`config.mk`:
```
export PLATFORM = sky130hd
export DESIGN_NAME = maxpool_stream_flat
export DESIGN_NICKNAME = d
export VERILOG_FILES = /design/src/rtl/maxpool_stream_if.sv /design/src/rtl/maxpool_stream.sv /design/src/flat_wrapper.sv
export SDC_FILE = /design/constraint.sdc
export NUM_CORES = 1
export LEC_CHECK = 0
export ABC_AREA = 1
export BUFFER_PORTS_ARGS = -buffer_cell sky130_fd_sc_hd__buf_2
export CAP_MARGIN = 15
export CORE_MARGIN = 1
export CORE_UTILIZATION = 46
export DETAILED_ROUTE_END_ITERATION = 8
export GPL_ROUTABILITY_DRIVEN = 1
export PLACE_DENSITY = 0.73
export SLEW_MARGIN = 0
export SYNTH_ARGS = -nofsm -noshare
export SYNTH_HDL_FRONTEND = slang
export SYNTH_SLANG_ARGS = --single-unit
export TNS_END_PERCENT = 10
```
`constraint.sdc`:
```
create_clock -name clk -period 5.98 [get_ports clk]
set_input_delay 1.794 -clock clk [delete_from_list [all_inputs] [get_ports clk]]
set_output_delay 1.794 -clock clk [all_outputs]
set_load 0.01 [all_outputs]
```
`src/rtl/maxpool_stream_if.sv`:
```
// Purpose : valid/ready stream bundle for maxpool_stream (pixel input side and pooled output side).
// Latency : none, wires only.
// Backpr. : in_ready / out_ready carry backpressure in opposite directions.
// Ports   : master = upstream/downstream environment, slave = pooling stage.
interface maxpool_stream_if #(
  parameter int DATA_W = 8
);
  logic              in_valid;
  logic [DATA_W-1:0] in_data;
  logic              in_ready;
  logic              out_valid;
  logic [DATA_W-1:0] out_data;
  logic              out_last;
  logic              out_ready;

  modport master (
    output in_valid, in_data, out_ready,
    input  in_ready, out_valid, out_data, out_last
  );

  modport slave (
    input  in_valid, in_data, out_ready,
    output in_ready, out_valid, out_data, out_last
  );
endinterface

```
`src/rtl/maxpool_stream.sv`:
```
// Purpose : streaming KxK stride-K signed max-pool over a raster-ordered IMG_W x IMG_H map.
// Latency : result valid 1 cycle after the accept of a window's bottom-right pixel.
// Backpr. : single output register; in_ready = !clear & (!out_valid | out_ready).
// Ports   : clk, rst (async active-low), clear (sync frame restart), bus (slave stream bundle).
module maxpool_stream #(
  parameter int DATA_W = 8,
  parameter int IMG_W  = 28,
  parameter int IMG_H  = 28,
  parameter int POOL_K = 2
) (
  input  logic            clk,
  input  logic            rst,
  input  logic            clear,
  maxpool_stream_if.slave bus
);

  localparam int COLS = IMG_W / POOL_K;
  localparam int KW   = $clog2(POOL_K);
  localparam int CW   = (COLS > 1) ? $clog2(COLS) : 1;
  localparam int YW   = $clog2(IMG_H);
  localparam logic [KW-1:0] K_LAST = KW'(POOL_K - 1);
  localparam logic [CW-1:0] C_LAST = CW'(COLS - 1);
  localparam logic [YW-1:0] Y_LAST = YW'(IMG_H - 1);

  // x is tracked as (c, kx) and y as (y, ky) so no divider is needed.
  logic [KW-1:0] kx_q, kx_d, ky_q, ky_d;
  logic [CW-1:0] c_q, c_d;
  logic [YW-1:0] y_q, y_d;

  logic signed [DATA_W-1:0] hmax_q, hmax_d;
  logic signed [DATA_W-1:0] out_data_q, out_data_d;
  logic                     out_valid_q, out_valid_d;
  logic                     out_last_q, out_last_d;

  // Column partial maxima; not reset, every entry is rewritten on window row 0.
  logic signed [DATA_W-1:0] lbuf [COLS];

  logic                     in_ready, accept, kx_end, ky_end, row_end, buf_we, win_done;
  logic signed [DATA_W-1:0] pix, h, buf_rd, col_max, buf_wd;

  function automatic logic signed [DATA_W-1:0] smax(input logic signed [DATA_W-1:0] a,
                                                    input logic signed [DATA_W-1:0] b);
    return (a > b) ? a : b;
  endfunction

  assign in_ready = !clear && (!out_valid_q || bus.out_ready);
  assign accept   = bus.in_valid && in_ready;
  assign pix      = bus.in_data;

  assign kx_end   = (kx_q == K_LAST);
  assign ky_end   = (ky_q == K_LAST);
  assign row_end  = kx_end && (c_q == C_LAST);
  assign win_done = accept && kx_end && ky_end;

  assign h        = (kx_q == '0) ? pix : smax(hmax_q, pix);
  assign buf_rd   = lbuf[c_q];
  assign col_max  = smax(buf_rd, h);
  assign buf_we   = accept && kx_end && !ky_end;
  assign buf_wd   = (ky_q == '0) ? h : col_max;

  always_comb begin
    kx_d        = kx_q;
    ky_d        = ky_q;
    c_d         = c_q;
    y_d         = y_q;
    hmax_d      = hmax_q;
    out_valid_d = out_valid_q;
    out_data_d  = out_data_q;
    out_last_d  = out_last_q;

    if (accept) begin
      hmax_d = h;
      kx_d   = kx_end ? '0 : kx_q + 1'b1;
      if (kx_end) begin
        c_d = (c_q == C_LAST) ? '0 : c_q + 1'b1;
      end
      if (row_end) begin
        ky_d = ky_end ? '0 : ky_q + 1'b1;
        y_d  = (y_q == Y_LAST) ? '0 : y_q + 1'b1;
      end
    end

    if (out_valid_q && bus.out_ready) begin
      out_valid_d = 1'b0;
    end
    // A new result may load in the same cycle the previous one is taken.
    if (win_done) begin
      out_valid_d = 1'b1;
      out_data_d  = col_max;
      out_last_d  = (c_q == C_LAST) && (y_q == Y_LAST);
    end

    if (clear) begin
      kx_d        = '0;
      ky_d        = '0;
      c_d         = '0;
      y_d         = '0;
      out_valid_d = 1'b0;
      out_last_d  = 1'b0;
    end
  end

  always_ff @(posedge clk) begin
    if (buf_we) begin
      lbuf[c_q] <= buf_wd;
    end
  end

  always_ff @(posedge clk or negedge rst) begin
    if (!rst) begin
      kx_q        <= '0;
      ky_q        <= '0;
      c_q         <= '0;
      y_q         <= '0;
      hmax_q      <= '0;
      out_valid_q <= 1'b0;
      out_data_q  <= '0;
      out_last_q  <= 1'b0;
    end else begin
      kx_q        <= kx_d;
      ky_q        <= ky_d;
      c_q         <= c_d;
      y_q         <= y_d;
      hmax_q      <= hmax_d;
      out_valid_q <= out_valid_d;
      out_data_q  <= out_data_d;
      out_last_q  <= out_last_d;
    end
  end

  assign bus.in_ready  = in_ready;
  assign bus.out_valid = out_valid_q;
  assign bus.out_data  = out_data_q;
  assign bus.out_last  = out_last_q;

endmodule

```
`src/flat_wrapper.sv`:
```
// flat-port wrapper written by rule: the top's interface ports become plain ports
module maxpool_stream_flat 
#(
  parameter int DATA_W = 8,
  parameter int IMG_W  = 28,
  parameter int IMG_H  = 28,
  parameter int POOL_K = 2
)
  (clk, rst, clear, bus_in_valid, bus_in_data, bus_out_ready, bus_in_ready, bus_out_valid, bus_out_data, bus_out_last);
  maxpool_stream_if #(.DATA_W(DATA_W)) bus_i ();
  input  logic clk;
  input  logic rst;
  input  logic clear;
  input wire logic [$bits(bus_i.in_valid)-1:0] bus_in_valid;
  input wire logic [$bits(bus_i.in_data)-1:0] bus_in_data;
  input wire logic [$bits(bus_i.out_ready)-1:0] bus_out_ready;
  output wire logic [$bits(bus_i.in_ready)-1:0] bus_in_ready;
  output wire logic [$bits(bus_i.out_valid)-1:0] bus_out_valid;
  output wire logic [$bits(bus_i.out_data)-1:0] bus_out_data;
  output wire logic [$bits(bus_i.out_last)-1:0] bus_out_last;
  assign bus_i.in_valid = bus_in_valid;
  assign bus_i.in_data = bus_in_data;
  assign bus_i.out_ready = bus_out_ready;
  assign bus_in_ready = bus_i.in_ready;
  assign bus_out_valid = bus_i.out_valid;
  assign bus_out_data = bus_i.out_data;
  assign bus_out_last = bus_i.out_last;
  maxpool_stream #(.DATA_W(DATA_W), .IMG_W(IMG_W), .IMG_H(IMG_H), .POOL_K(POOL_K)) u_core (.clk(clk), .rst(rst), .clear(clear), .bus(bus_i));
endmodule
```
**Yosys cells after proc, flatten, opt, wreduce, memory -nomap -nowiden**

Memory sizes are Yosys's and may differ from the RTL's.
Cells that the tools add are included.

- Add/subtract/negate cells: 4
- Order comparisons: 2
- Equality and inequality tests: 2
- Mux-type cells: 26
- Reductions and logical operators: 19

Operator list:

| operator | count |
|---|---|
| $mux W8 | 4 |
| $mux W5 | 4 |
| $gt A8 B8 Y1 | 2 |
| $mux W4 | 4 |
| $mux W1 | 14 |
| $logic_and A1 B1 Y1 | 8 |
| $reduce_bool A2 Y1 | 4 |
| $add A5 B1 Y5 const B | 1 |
| $eq A5 B5 Y1 const B | 1 |
| $add A4 B1 Y4 const B | 1 |
| $eq A4 B4 Y1 const B | 1 |
| $reduce_and A2 Y1 | 2 |
| $logic_not A1 Y1 | 3 |
| $reduce_bool A3 Y1 | 1 |
| $add A1 B1 Y1 const B | 2 |
| $logic_or A1 B1 Y1 | 1 |

- Bits in registers: 29
- Bits in writable memories: 112
- Bits of input ports: 13
- Output and inout port bits: 11
- Memories kept: 1

Memories:

| name | words | bits a word | read ports | clocked after Yosys merged registers in | write ports | line | source |
|---|---|---|---|---|---|---|---|
| u_core.lbuf | 14 | 8 | 1 | 0 | 1 | maxpool_stream.sv:36 | `logic signed [DATA_W-1:0] lbuf [COLS];` |

**Logic depth before layout (Yosys ltp)**

Gate-level depths: netlist of the first run.

- Depth after elaboration: 8
- Depth in mapped cells: 25
- Mapped depth without buffers: 25

**Least setup slack after synthesis of the first run**

Ideal clock, no wire load.

- Path kind: in2reg
- Start: input bus_in_data[7]
- End: memory u_core.lbuf[0][0] (data pin)
- Library setup time: 0.311 ns
- Arrival time: 4.279 ns
- Data required time: 5.669 ns
- Path slack: 1.390 ns
- Stages: 21
- Path through: inv_1 > ha_1 > a21o_1 > nor2_1 > nand2_1 > nand2_1 > nand2_2 > nand2_2 > nand2_1 > nand2_1 > inv_1 > ha_1 > nand2_1 > o21ai_0 > nand2_1 > nand2_1 > nand3_1 > inv_1 > nand2_1 > nand3_1 > nand2_1

- Word-level cells in the longest chain between the ends: 6

RTL lines:

| what | line | source |
|---|---|---|
| from (decl) | flat_wrapper.sv:15 | `input wire logic [$bits(bus_i.in_data)-1:0] bus_in_data;` |
| $gt A8 B8 Y1 | maxpool_stream.sv:43 | `return (a > b) ? a : b;` |
| $mux W8 | maxpool_stream.sv:43 |  |
| $mux W8 (*) | maxpool_stream.sv:55 | `assign h = (kx_q == '0) ? pix : smax(hmax_q, pix);` |
| $gt A8 B8 Y1 | maxpool_stream.sv:43 |  |
| $mux W8 | maxpool_stream.sv:43 |  |
| $mux W8 (*) | maxpool_stream.sv:59 | `assign buf_wd = (ky_q == '0) ? h : col_max;` |
| via u_core.buf_wd[0] | maxpool_stream.sv:39 | `logic signed [DATA_W-1:0] pix, h, buf_rd, col_max, buf_wd;` |
| to (decl) | maxpool_stream.sv:36 |  |

Mark *: on every way through the listed nets, which the timed path passes. The rest lies on a longest branch.

**Worst setup path in the final report of the first run**

- Start: input bus_in_data[7]
- End: memory u_core.lbuf[2][2] (data pin)

Same word-level chain as after synthesis.

==> results of run 1 <==
## critical path: cells and delay by family
| kind | cells | cell delay (ns) |
|---|---|---|
| AOI/OAI and AO/OA | 2 | 0.42 |
| adders and majority gates | 2 | 0.61 |
| buffers and inverters | 4 | 0.51 |
| and+or+nand+nor | 12 | 1.65 |
## path summary, 6_finish.rpt
path                                                     from  depth (start not counted)  slack [ns]                                 end
min in group asynchronous                                 rst                          1        1.40    u_core.bus.out_valid$_DFFE_PN0P_
hold reg to reg            u_core.bus.out_data[1]$_DFFE_PN0P_                          2        0.48  u_core.bus.out_data[1]$_DFFE_PN0P_
setup reg to reg                    u_core.c_q[0]$_DFFE_PN0P_                         17        1.69         u_core.lbuf[2][2]$_DFFE_PP_
max in group asynchronous                                 rst                          1        4.13        u_core.hmax_q[7]$_DFFE_PN0P_
setup / recovery                               bus_in_data[7]                         20        1.02         u_core.lbuf[2][2]$_DFFE_PP_
hold / removal             u_core.bus.out_data[1]$_DFFE_PN0P_                          2        0.48  u_core.bus.out_data[1]$_DFFE_PN0P_
## area by class of cell
cell class | count | area, um^2
timing repair buffer | 26 | 138
inverter | 50 | 188
tap | 176 | 220
fill | 1120 | 6160
clock buffer | 18 | 429
sequential | 141 | 4090
multi-input combinational | 373 | 1940
clock inverter | 14 | 135
## flip-flops by register name (all words and copies together), names as in the netlist
register / cells
u_core.bus.out_last: 1
u_core.hmax_q: 8
u_core.bus.out_data: 8
u_core.bus.out_valid: 1
u_core.c_q: 4
u_core.y_q: 5
u_core.kx_end: 1
u_core.lbuf: 112
u_core.ky_end: 1
## cells in the final DEF (no fill, tap or decap), types with 2 or more instances in the layout
| master | n |
|---|---|
| nand2_1 | 160 |
| o21ai_1 | 8 |
| buf_2 | 23 |
| nor3_2 | 4 |
| inv_6 | 3 |
| a21oi_1 | 12 |
| nor2_1 | 53 |
| inv_8 | 2 |
| inv_1 | 44 |
| a21o_1 | 2 |
| nand2_2 | 5 |
| clkinv_2 | 2 |
| o21ai_0 | 10 |
| inv_2 | 4 |
| buf_4 | 3 |
| clkinv_1 | 3 |
| nor2_4 | 2 |
| ha_1 | 17 |
| edfxtp_1 | 112 |
| nor2_2 | 2 |
| nand3_1 | 38 |
| a22oi_1 | 48 |
| dfrtp_1 | 29 |
| o21a_1 | 2 |
| clkinv_4 | 4 |
| clkbuf_16 | 17 |
## stage by stage
step | total power [mW] | setup slack (ns)
after CTS | 2.75 | 1.09
after floorplan | 1.59 | 1.39
after detailed placement | 1.75 | 0.642
final | 2.75 | 1.02
after global placement | 1.74 | 0.748
after global routing | 2.87 | 0.743
## per-layer routing
metal | vias up | share of wire (%) | track usage [%]
li1 | 2081 | - | -
met1 | 2147 | 42 | 30.7
met2 | 206 | 47 | 36.0
met3 | 31 | 7.7 | 5.03
met4 | 0 | 2.9 | 10.7
met5 | - | 0 | 0
## synth_stat cells
cell and count:
xor2_1 1, nor2_1 53, a22o_1 1, nor3_2 1, ha_1 17, inv_1 44
clkbuf_1 4, o31ai_1 1, nand2_1 160, o21ai_0 10, a22oi_1 48, buf_4 2
a21oi_1 12, inv_2 4, buf_2 7, and3_1 1, clkinv_1 2, buf_1 1
nand4_1 1, o21ai_1 8, edfxtp_1 112, a41oi_2 1, nor2_4 2, o21a_1 2
a31oi_1 1, a221oi_2 1, nand2_2 5, nand3_1 38, dfrtp_1 29, a21o_1 2
nor2_2 2, nor3_1 4, buf_6 1, o22ai_1 1
## logic make-up (layout without fill, tap and decap cells)
| logic type | after synthesis | count (layout) |
|---|---|---|
| AOI/OAI and AO/OA | 88 | 88 |
| xor gates and xnor gates | 1 | 1 |
| adders and majority gates | 17 | 17 |
| buffers and inverters | 65 | 108 |
| DFF | 141 | 141 |
| and+or+nand+nor | 267 | 267 |
## where the power goes
part | switching (mW) | total, mW | internal, mW
logic | 0.423 | 0.613 | 0.190
registers | 0.0332 | 1.13 | 1.10
clock network | 0.424 | 1.00 | 0.580
==> flow_summary.json, run 1 <==
{
  "synth.top_cell.area_share_pct": 53.6,
  "period_minus_slack_ns": 4.96,
  "overflow": 0,
  "grt_pass1_wl_um": 23900,
  "io_buffers": 23,
  "setup_violations": 0,
  "avgSynthCellArea_um2": 10.8,
  "yosys-top-cells-area": "edfxtp_1 54%, dfrtp_1 12%, nand2_1 9.6%",
  "place_area_um2": 6570,
  "antenna_found_initial": 0,
  "clk_latency_ns": 0.43,
  "post_cts_resized": 0,
  "synth_fa_ha_area_share_pct": 3.39,
  "leakage_nw": 2.96,
  "synth_seq_cells": 141,
  "row_count": 42,
  "max_cap_viol_count": 0,
  "fin_area_um2": 7130,
  "die_h_um": 119,
  "powerDensity_nw_per_um2": 385,
  "worstPathMaxFanout": 14,
  "start_kind": "primary input",
  "vias_per_cell": 5.60,
  "drt_iter0_drc": 504,
  "h-tree-depth": 4,
  "status": "finished clean",
  "vias": 4465,
  "cpMostUsedCell": "nand2_1",
  "worst_pin_slew_ns": 1.19,
  "io_pins": 24,
  "whs_ns": 0.476,
  "cp.arrival_ns": 5.01,
  "synth_top_family_by_area": "simple AND/OR/NAND/NOR gates",
  "start_util_pct": 47.2,
  "stdcell_count": 798,
  "required_ns": 6.03,
  "period_share_pct": 83.0,
  "synth.largest_area_cell": "edfxtp_1",
  "drive_gt1_share_pct": 12.1,
  "coreArea_um2": 13300,
  "setup_tns_ns": 0,
  "antenna_left": 0,
  "muxShareOfSynthArea_pct": 0,
  "synth-simple-area-share_pct": 17.5,
  "cts_tree": "yes",
  "place_hpwl_um": 9650,
  "diodes": 0,
  "finalMaxSlewViolations": 0,
  "synth_cells": 579,
  "grt_pass1_vias": 4397,
  "postCtsHoldBufs": 0,
  "slew_headroom_pct": 20.0,
  "synth_xor_area_share_pct": 0.140,
  "critPathCaptureType": "register",
  "synth_area_um2": 6280,
  "synth-seq-area-share_pct": 65.1,
  "post_cts_buffers": 0,
  "utilization_pct": 53.7,
  "wl_per_cell_um": 18.9,
  "drc": 0,
  "synth_fp_nets": 609,
  "peakVddDrop_mv": 0.324,
  "placed_cells": 766,
  "routed_wl_um": 15100,
  "crit_type": "in2reg",
  "die_area_um2": 14100,
  "cts-buffers-inserted": 17,
  "post_synth_num_cell_types": 34,
  "dieWidth_um": 119,
  "slowest_delay_ns": 0.32,
  "place.gp.congestion": 0.923,
  "fmax_ghz": 0.201,
  "hold_violations": 0,
  "clock_skew_ns": 0.0111,
  "rsz0062_at_grt": "false",
  "synth-compound-area-share_pct": 9.57,
  "cp_slowest_cell": "ha_1",
  "final_nets": 639,
  "cts.clk_slew.worst_paths_ns": 0.06,
  "cts_buffer_depth": 2,
  "first_pass_iters": 5,
  "grt_max_degree": 30,
  "gr-usage-all-layers_pct": 23.0,
  "crit_path_cell_trace": "buf_2, inv_1, ha_1, nand2_1, nor2_1, a41oi_2, nand2_2, nand2_1, nand2_1, inv_1, ha_1, nand2_1, o21ai_0, nand2_1, nand2_1, nand3_1, inv_1, nand2_1, nand3_1, nand2_1",
  "areaGrowthSynthToFinish_pct": 13.7,
  "hp-class": "reg2reg",
  "root_buffer": "clkbuf_16",
  "clock-sinks": 141,
  "yosys_warnings": 0
}
No activity file was read; power rests on OpenSTA's default activity.
==> run 2: changes to the inputs <==
- ABC_AREA: 1 -> 0
- clock period: 5.98 -> 5.2 ns (I/O delays scaled with it)
==> run 2 against run 1 <==
Die area up 3.6%. Area after synthesis up 3.7%. Cell area is 8.1% higher. Hold slack improved by 0.0090 ns. Non-clock buffer count is 50 higher. Synthesized cell count is 24% lower. Sequential share of layout area decreased by 4.3 points. Critical path depth is 5 lower. Clock power grew 12%. Combinational power fell by 52%.
==> flow_summary.json, run 2 <==
{
  "leakage_nw": 2.83,
  "status": "finished clean",
  "clk_latency_ns": 0.43,
  "fmax_ghz": 0.198,
  "final_nets": 539,
  "rsz0062_at_grt": "true",
  "layout_common_cells": "112 x edfxtp_1, 52 x buf_4, 28 x dfrtp_1, 26 x nor2_1",
  "routed_wl_um": 15100,
  "placed_cells": 670,
  "r2r_slack_ns": 0.97,
  "cts_tree": "yes",
  "die_area_um2": 14600,
  "overflow": 0,
  "critPathLaunch": "bus_in_data[7]",
  "power_mw": 2.70,
  "worstPathMaxFanout": 14,
  "synth_area_um2": 6510,
  "place.gp.congestion": 0.916,
  "final_common_cell": "edfxtp_1",
  "hold_violations": 0,
  "clock_power_share_pct": 41.4,
  "top_register": "u_core.lbuf",
  "vias_per_cell": 6.04,
  "antenna_left": 0,
  "cp_top_family": "compound AO/OA/AOI/OAI gates",
  "synth-edff-count": 112,
  "synthArstFlopShare_pct": 20.6,
  "clock_skew_ns": 0.00648,
  "hp-class": "reg2reg",
  "die_h_um": 121,
  "coreArea_um2": 13800,
  "min_from": "u_core.bus.out_data[4]$_DFFE_PN0P_",
  "synth.largest_area_cell": "edfxtp_1",
  "clock-sinks": 141,
  "power_frac_seq_pct": 47.7,
  "place_hpwl_um": 9920,
  "synth-seq-area-share_pct": 62.8,
  "dieWidth_um": 121,
  "gr-usage-all-layers_pct": 22.4,
  "io_pins": 24,
  "synth.most_common_cell": "edfxtp_1",
  "areaGrowthSynthToFinish_pct": 18.5,
  "required_ns": 5.33,
  "synth_fp_nets": 469,
  "cts.clk_slew.worst_paths_ns": 0.06,
  "cts_buffer_depth": 2,
  "synth-main-ff-cell": "edfxtp_1",
  "drt_iter0_drc": 376,
  "grt_max_degree": 30,
  "combinationalPowerShare_pct": 10.8,
  "start_kind": "primary input",
  "path_buf_inv": 4,
  "synth_seq_cells": 141,
  "root_buffer": "clkbuf_16",
  "h-tree-depth": 4,
  "timing.rr.start": "u_core.c_q[0]$_DFFE_PN0P_",
  "critPathCaptureType": "register",
  "synth_cells": 439,
  "worst_pin_slew_ns": 0.891,
  "avgSynthCellArea_um2": 14.8,
  "post_synth_num_cell_types": 55,
  "postCtsHoldBufs": 0,
  "crit_path_cell_trace": "buf_2, inv_1, ha_1, nand4_1, or3b_1, buf_4, a211oi_1, a311oi_2, ha_1, a21o_1, a211oi_1, a31oi_1, o21ai_2, buf_12, mux2i_2",
  "grt_pass1_vias": 4217,
  "peakVddDrop_mv": 0.293,
  "path_depth": 15,
  "grt_pass1_wl_um": 23600,
  "slowest_delay_ns": 0.62,
  "drc": 0,
  "whs_ns": 0.485,
  "vias": 4240,
  "max_cap_viol_count": 0,
  "start_util_pct": 47.1,
  "powerDensity_nw_per_um2": 350,
  "finalMaxSlewViolations": 0,
  "row_count": 43,
  "crit_type": "in2reg",
  "r2r-end": "u_core.lbuf[11][7]$_DFFE_PP_",
  "yosys-top-cells-area": "edfxtp_1 52%, dfrtp_1 11%, mux4_2 8.3%",
  "synth_common_cells": "112 x edfxtp_1, 29 x dfrtp_1, 26 x nor2_1, 24 x inv_1, 24 x mux4_2",
  "min_path_cells": 2,
  "nFillCells": 1074,
  "intPower_mw": 2.04,
  "period_share_pct": 97.0,
  "swShare_pct": 24.3,
  "diodes": 0,
  "setup_tns_ns": 0,
  "first_pass_iters": 5,
  "reg2reg_depth": 11,
  "stdcell_count": 702,
  "crit_end": "u_core.lbuf[11][7]$_DFFE_PP_",
  "yosys_warnings": 0,
  "cp.arrival_ns": 5.17,
  "cp_slowest_cell": "mux2i_2",
  "wl_per_cell_um": 21.6,
  "drive_gt1_share_pct": 30.8,
  "period_minus_slack_ns": 5.05,
  "power_switching_mw": 0.655,
  "cts-buffers-inserted": 17,
  "slew_headroom_pct": 40.6,
  "synth.top_cell.area_share_pct": 51.7,
  "largest_register_ffs": 112,
  "setup_violations": 0,
  "io_buffers": 23,
  "antenna_found_initial": 0
}
run 2: changes by cell type in the layout (fill, tap and decap cells not counted), moves of 9 or more:
| cell | previous run | this run |
|---|---|---|
| nand2_1 | 160 | 17 |
| a22oi_1 | 48 | 0 |
| inv_1 | 44 | 24 |
| buf_4 | 3 | 52 |
| nor2_1 | 53 | 26 |
| nand3_1 | 38 | 4 |
| mux4_2 | 0 | 24 |
| a211oi_1 | 0 | 9 |
run 2: kinds of logic after synthesis:
kind of cell | synth area share (%)
flip-flops | 62.8
AO/OA/AOI/OAI | 10.6
XOR/XNOR | 0.269
adder cells (fa/ha/maj) | 3.27
multiplexers | 12.0
AND/OR/NAND/NOR | 7.71
buffers and inverters | 3.31
run 2: layout make-up:
class | instances | area [um^2] | share of cell area [%]
Multi-Input combinational cell | 249 | 2230 | 29.0
Sequential cell | 141 | 4090 | 53.0
Inverter | 24 | 90.1 | 1.17
Tap cell | 180 | 225 | 2.92
Clock buffer | 17 | 425 | 5.52
Timing Repair Buffer | 76 | 526 | 6.81
Clock inverter | 15 | 121 | 1.57
run 2: worst min path at each step:
| stage | endpoint | slack [ns] |
|---|---|---|
| floorplan | u_core.hmax_q[0]$_DFFE_PN0P_ | 0.52 |
| global placement | u_core.bus.out_data[5]$_DFFE_PN0P_ | 0.48 |
| detailed placement | u_core.bus.out_data[4]$_DFFE_PN0P_ | 0.47 |
| CTS | u_core.bus.out_data[4]$_DFFE_PN0P_ | 0.49 |
| global route | u_core.bus.out_data[4]$_DFFE_PN0P_ | 0.51 |
| finish | u_core.bus.out_data[4]$_DFFE_PN0P_ | 0.49 |
run 2: routing by layer:
| layer | vias to the layer above | track usage, % | wire length (um) |
|---|---|---|---|
| li1 | 1886 | - | - |
| met1 | 2138 | 28.7 | 6260 |
| met2 | 181 | 35.7 | 7540 |
| met3 | 35 | 6.34 | 1000 |
| met4 | 0 | 9.49 | 337 |
| met5 | - | 0 | 0 |
run 2: stage by stage:
stage / setup WS [ns] / utilization, % / instance area [um^2]
global route: -0.0509 / 55.8 / 7710
detailed placement: -0.437 / 51.6 / 7140
finish: 0.155 / 55.8 / 7710
global placement: -0.163 / 51.6 / 7140
CTS: -0.00424 / 55.7 / 7700
floorplan: -0.0539 / - / 6510
run 2: power groups by stage:
| stage | Combinational [mW] | Clock, mW | Sequential, mW |
|---|---|---|---|
| after global routing | 0.321 | 1.18 | 1.29 |
| after CTS | 0.287 | 1.13 | 1.29 |
| final | 0.292 | 1.12 | 1.29 |
| after floorplan | 0.184 | 0 | 1.29 |
| after detailed placement | 0.282 | 0 | 1.31 |
| after global placement | 0.267 | 0 | 1.31 |
run 2: tightest hold or removal path, stage by stage, from the launching register on:
cell	delay (ns)
dfrtp_1	0.34
nand2_1	0.05
o221ai_1	0.06
run 2: timing repair:
action	in CTS	in global routing
buffers inserted	0	0
gates resized for setup	3	4
setup endpoints to repair	42	98
